==> src/rtl/mmio_pkg.sv <==
// Shared definitions for the MMIO data-port router: FSM encoding and default region map.
package mmio_pkg;

  typedef enum logic [1:0] {
    StIdle = 2'd0,
    StBusy = 2'd1,
    StDone = 2'd2
  } state_e;

  // Default device region tags, matched against word address bits [29:26]
  localparam logic [3:0] VMEM_TAG   = 4'hC;
  localparam logic [3:0] TIMER_TAG  = 4'hD;
  localparam logic [3:0] KBD_TAG    = 4'hE;
  localparam logic [3:0] LOADER_TAG = 4'hF;

  localparam logic [31:0] DEFAULT_TAGS     = {16'h0000, LOADER_TAG, KBD_TAG, TIMER_TAG, VMEM_TAG};
  localparam logic [31:0] DEFAULT_ERR_DATA = 32'hDEAD_BEEF;

endpackage

==> src/rtl/mmio_decode.sv <==
// Region decoder: compares the address tag against every device tag, lowest index wins.
module mmio_decode import mmio_pkg::*; #(
  parameter int unsigned NUM_DEV     = 4,
  parameter int unsigned SEL_W       = 2,
  parameter logic [31:0] REGION_TAGS = DEFAULT_TAGS
) (
  input  logic [3:0]       tag,
  input  logic             access,
  output logic             hit,
  output logic [SEL_W-1:0] sel
);

  // Scan from the top down so the lowest matching index is the last to write sel
  always_comb begin
    hit = 1'b0;
    sel = '0;
    for (int i = int'(NUM_DEV) - 1; i >= 0; i--) begin
      if (access && (tag == REGION_TAGS[4*i +: 4])) begin
        hit = 1'b1;
        sel = SEL_W'(i);
      end
    end
  end

endmodule

==> src/rtl/mmio_router.sv <==
// Data-port router: device accesses go through a request/ack handshake with timeout,
// everything else passes straight to the data cache.
module mmio_router import mmio_pkg::*; #(
  parameter int unsigned NUM_DEV     = 4,
  parameter logic [31:0] REGION_TAGS = DEFAULT_TAGS,
  parameter int unsigned TIMEOUT     = 255,
  parameter logic [31:0] ERR_DATA    = DEFAULT_ERR_DATA
) (
  input  logic                  clk,
  input  logic                  rst,
  input  logic [29:0]           cpu_addr,
  input  logic                  cpu_read,
  input  logic                  cpu_write,
  input  logic [31:0]           cpu_wdata,
  input  logic [3:0]            cpu_byte_en,
  output logic [31:0]           cpu_rdata,
  output logic                  cpu_stall,
  output logic                  dc_read,
  output logic                  dc_write,
  input  logic [31:0]           dc_rdata,
  output logic [NUM_DEV-1:0]    dev_req,
  output logic                  dev_we,
  output logic [29:0]           dev_addr,
  output logic [31:0]           dev_wdata,
  output logic [3:0]            dev_byte_en,
  input  logic [32*NUM_DEV-1:0] dev_rdata,
  input  logic [NUM_DEV-1:0]    dev_ack,
  output logic                  bus_err,
  output logic [29:0]           err_addr
);

  localparam int unsigned SEL_W = (NUM_DEV > 1) ? $clog2(NUM_DEV) : 1;
  localparam int unsigned CNT_W = $clog2(TIMEOUT + 1);

  state_e             state_q;
  logic [SEL_W-1:0]   sel_q;
  logic [CNT_W-1:0]   cnt_q;
  logic [31:0]        rdata_q;
  logic [NUM_DEV-1:0] dev_req_q;
  logic               dev_we_q;
  logic [29:0]        dev_addr_q;
  logic [31:0]        dev_wdata_q;
  logic [3:0]         dev_byte_en_q;
  logic               bus_err_q;
  logic [29:0]        err_addr_q;

  logic               hit;
  logic [SEL_W-1:0]   hit_sel;
  logic               ack_sel;
  logic [31:0]        rdata_sel;
  logic               timeout;

  mmio_decode #(
    .NUM_DEV     (NUM_DEV),
    .SEL_W       (SEL_W),
    .REGION_TAGS (REGION_TAGS)
  ) u_decode (
    .tag    (cpu_addr[29:26]),
    .access (cpu_read | cpu_write),
    .hit    (hit),
    .sel    (hit_sel)
  );

  // Pick out ack and read data of the latched channel; other channels are ignored
  always_comb begin
    ack_sel   = 1'b0;
    rdata_sel = '0;
    for (int i = 0; i < int'(NUM_DEV); i++) begin
      if (sel_q == SEL_W'(i)) begin
        ack_sel   = dev_ack[i];
        rdata_sel = dev_rdata[32*i +: 32];
      end
    end
  end

  // Last allowed BUSY cycle: counter would reach TIMEOUT on this edge
  assign timeout = (cnt_q == CNT_W'(TIMEOUT - 1));

  // Transaction FSM with registered device-side outputs and sticky error capture
  always_ff @(posedge clk) begin
    if (rst) begin
      state_q       <= StIdle;
      sel_q         <= '0;
      cnt_q         <= '0;
      rdata_q       <= '0;
      dev_req_q     <= '0;
      dev_we_q      <= 1'b0;
      dev_addr_q    <= '0;
      dev_wdata_q   <= '0;
      dev_byte_en_q <= '0;
      bus_err_q     <= 1'b0;
      err_addr_q    <= '0;
    end else begin
      case (state_q)
        StIdle: begin
          if (hit) begin
            state_q       <= StBusy;
            sel_q         <= hit_sel;
            cnt_q         <= '0;
            dev_req_q     <= NUM_DEV'(1) << hit_sel;
            dev_we_q      <= cpu_write;
            dev_addr_q    <= cpu_addr;
            dev_wdata_q   <= cpu_wdata;
            dev_byte_en_q <= cpu_byte_en;
          end
        end
        StBusy: begin
          // Ack takes priority over a coincident timeout
          if (ack_sel) begin
            rdata_q   <= rdata_sel;
            dev_req_q <= '0;
            state_q   <= StDone;
          end else if (timeout) begin
            rdata_q   <= ERR_DATA;
            bus_err_q <= 1'b1;
            if (!bus_err_q) begin
              err_addr_q <= dev_addr_q;
            end
            cnt_q     <= cnt_q + 1'b1;
            dev_req_q <= '0;
            state_q   <= StDone;
          end else begin
            cnt_q <= cnt_q + 1'b1;
          end
        end
        StDone: begin
          state_q <= StIdle;
        end
        default: begin
          state_q <= StIdle;
        end
      endcase
    end
  end

  // Stall depends only on state and decode so a late ack cannot create a timing path to it
  always_comb begin
    cpu_stall = 1'b0;
    if (!rst) begin
      cpu_stall = (state_q == StBusy) || ((state_q == StIdle) && hit);
    end
  end

  assign dc_read     = cpu_read & ~hit;
  assign dc_write    = cpu_write & ~hit;
  assign cpu_rdata   = (hit || (state_q != StIdle)) ? rdata_q : dc_rdata;
  assign dev_req     = dev_req_q;
  assign dev_we      = dev_we_q;
  assign dev_addr    = dev_addr_q;
  assign dev_wdata   = dev_wdata_q;
  assign dev_byte_en = dev_byte_en_q;
  assign bus_err     = bus_err_q;
  assign err_addr    = err_addr_q;

endmodule

==> config.mk <==
export PLATFORM = sky130hd
export DESIGN_NAME = mmio_router
export DESIGN_NICKNAME = d
export VERILOG_FILES = /design/src/rtl/mmio_pkg.sv /design/src/rtl/mmio_decode.sv /design/src/rtl/mmio_router.sv
export SDC_FILE = /design/constraint.sdc
export NUM_CORES = 1
export LEC_CHECK = 0
export ABC_AREA = 1
export CAP_MARGIN = 20
export CORE_AREA = 2 2 143 145
export DETAILED_ROUTE_END_ITERATION = 6
export DIE_AREA = 0 0 145 147
export GPL_TIMING_DRIVEN = 0
export HOLD_SLACK_MARGIN = 0.12
export PLACE_DENSITY = 0.71
export SETUP_SLACK_MARGIN = 0.5
export SYNTH_ARGS = -nofsm -noshare
export SYNTH_HDL_FRONTEND = slang
export SYNTH_SLANG_ARGS = --single-unit
==> constraint.sdc <==
create_clock -name clk -period 2.2 [get_ports clk]
set_clock_uncertainty 0.05 [all_clocks]
set_input_delay 0.44 -clock clk [delete_from_list [all_inputs] [get_ports clk]]
set_output_delay 0.44 -clock clk [all_outputs]
set_load 0.02 [all_outputs]
==> impl_results.md <==
- Ratio of cells with drive above 1 in the final layout: 26.0%
- Dpl cells: 1649
- Number of global-route vias before repair: 8221
- CP Class: flip-flop to output pin
- CP Capture Type: output pin
- Post-synth top area share: 42.0%
- Max-cap violations: 0
- Die height: 147 um
- Commonest non-fill, non-tap cell in the layout: clkdlybuf4s50_1
- Fill cells: 1671
- PortBufs: 370
- Synth Area in Adders: 0.359%
- Post-synth top area cell: dfxtp_1
- Multi-input gate area: 4450 um^2
- 1st-iter DRT viols: 498
- Synth top area cells: dfxtp_1, nor2_1, nand2_1, o21ai_0, a21oi_1
- DR vias/cell: 4.89
- P per Cell Area: 584 nW/um^2
- Critical Path AT: 1.72 ns
- Status: finished with violations
- Syn Nets: 1245
- Critical Path Source Type: flip-flop
- Initial Utilization: 35.1%
- Die ar.: 21300 um^2
- Post-Synth XOR/XNOR Area: 0.377%
- Hold WC Path Type: primary input to flip-flop
- Final setup fails: 10
- Wire length per cell: 18.1 um
- Fin cells: 1735
- Post-Syn Instances: 1009
- Cells on worst reg2reg path: 9
- # rows: 52
- Min Clock Period, post-route: 2.21 ns
- Max clock buf depth: 2
- First-pass detailed-route iteration total: 5
- Commonest non-fill, non-tap cells in the layout: clkdlybuf4s50_1, nor2_1, nand2_1, dfxtp_1, o21ai_0
- Final Hold Violating Endpoints: 0
- Slew margin rel.: 52.8%
- Core Box Area: 19800 um^2
- Register area: 2940 um^2
- Synth Area in Compound Gates: 17.1%
- Post-DP HPWL: 23.1 mm
- Period utilization: 100%
- Clock latency on the worst-skew pair: 0.42 ns
- GR Overflow Total: 0
- Max VDD drop: 501 uV
- Drt total wl: 31.4 mm
- Main combinational cell family by area after synthesis: simple AND/OR/NAND/NOR gates
- Critical path, cell by cell: nor2_4, nand2_4, buf_12, buf_16, mux2_4, buf_6
- Simple-gate portion of the synthesized area: 30.7%
- # IOs: 371
- Slew @ Worst Pin: 0.709 ns
- RD Place Congestion: 0.935
- Failing checks: setup timing
- Root Driver: clkbuf_16
- Final routed DRC violation total: 0
- Cell family with most CP delay: buffers and inverters
- Clk sinks: 146
- Final ANT Viol Nets: 0
- Initial antenna violation count: 2
- Slowest CP cell: dfxtp_4
- WP data required: 1.71 ns
- Clock-pin slew on the worst setup and hold paths: 0.06 ns
- First-pass GRT wire length: 46.9 mm
- FF+latch count, synth: 146
- CTS tree: yes
- Slew Viols, Final: 0
- WHS: 0.322 ns
- Pre-CTS setup slack: -0.894 ns
- Die width: 145 um
- Max Clk Rate: 452 MHz
- RSZ-0062 raised after global routing: true
- Worst setup margin: -0.0109 ns
- Yosys cell types: 31
- Synthesized cell area: 6960 um^2
- Synth Warn #: 0
- Clock buffer count from CTS: 17
- CP Buf/Inv Count: 3
- H-tree depth: 4
- Critical path's largest stage delay: 0.35 ns
- WP depth: 6
- Static Leak: 5.63 nW
- Layout Nets: 1686
- Hold depth: 3
- Post-synthesis mux area share: 1.29%
- DR vias: 8490
- GRT Util Overall: 28.2%
- Syn_area_per_cell: 6.90 um^2
- Layout area overhead: 92.6%
- Seq/Total Area, Yosys: 42.0%
- Critical path peak fanout: 5
- Largest net degree at the start of global routing: 17
worst min-delay path, delay by kind of cell:
family,cells,cell delay (ns)
buf+inv,2,0.22
compound gates,1,0.07
repair_timing:
action	CTS	global route
endpoints found under the setup margin	283	116
pin swaps	15	22
hold buffers	0	0
gates cloned	4	6
setup buffers	15	27
gates resized for setup	414	179
synthesized netlist by cell type, drive strengths merged:
cell type,instances
nor2,194
nand2,193
dfxtp,146
o21ai,124
a21oi,95
inv,62
nand3,57
buf,37
nand4,36
clkbuf,33
or2,13
mux2,8
nand3b,3
ha,2
nor3,2
xor2,2
o21bai,1
xnor2,1
state kept, by name, summed over array words and instances, names as in the netlist:
name         count
state_q          2
dev_we           1
err_addr        30
cnt_q            8
sel_q            2
rdata_q         32
dev_addr        30
dev_req          4
dev_wdata       32
bus_err          1
dev_byte_en      4
per-stage QoR:
step | util [%] | TNS, ns | power (mW) | area (um^2)
after global routing | 67.6 | -1.32 | 8.16 | 13400
after floorplan | - | 0 | 3.82 | 7420
final | 67.6 | -0.0554 | 7.84 | 13400
after CTS | 63.1 | -0.112 | 7.78 | 12500
after global placement | 57.8 | -38.01 | 4.79 | 11500
after detailed placement | 57.8 | -38.31 | 4.80 | 11500
area by class of cell:
cell class,count,area share (%)
diodes,2,0.0373
plain buffers,70,4.36
clock buffers,19,3.30
clock inverters,13,0.933
inverters,62,1.85
multi-input cells,731,33.2
flip-flops and latches,146,21.9
well taps,270,2.52
repair buffers,422,31.9
path summary, 6_finish.rpt:
| check | slack [ns] | to | startpoint |
|---|---|---|---|
| setup / recovery | -0.01 | cpu_rdata[14] | state_q[1]$_SDFFE_PP0P_ |
| hold / removal | 0.32 | dev_we$_SDFFE_PP0P_ | cpu_write |
| setup reg to reg | 0.45 | err_addr[16]$_SDFFE_PP0P_ | cnt_q[1]$_SDFFE_PP0P_ |
| hold reg to reg | 0.40 | cnt_q[0]$_SDFFE_PP0P_ | cnt_q[0]$_SDFFE_PP0P_ |
layer usage:
layer	track usage (%)	part of all wire, %	up-vias
li1	-	-	4183
met1	35.6	43	3977
met2	48.0	49	273
met3	6.37	5.3	57
met4	9.36	2.8	0
met5	0	0	-
kinds of logic after synthesis:
logic type                 after synthesis
and+or+nand+nor                        498
AOI/OAI and AO/OA                      220
DFF                                    146
buffers and inverters                  132
muxes                                    8
xor gates and xnor gates                 3
adders and majority gates                2
where the power goes:
group | switching (mW) | total [mW] | internal (mW)
sequential | 0.0690 | 2.83 | 2.76
combinational | 1.08 | 2.18 | 1.11
clock | 1.22 | 2.82 | 1.61
Power figures use the tool's default switching activity.
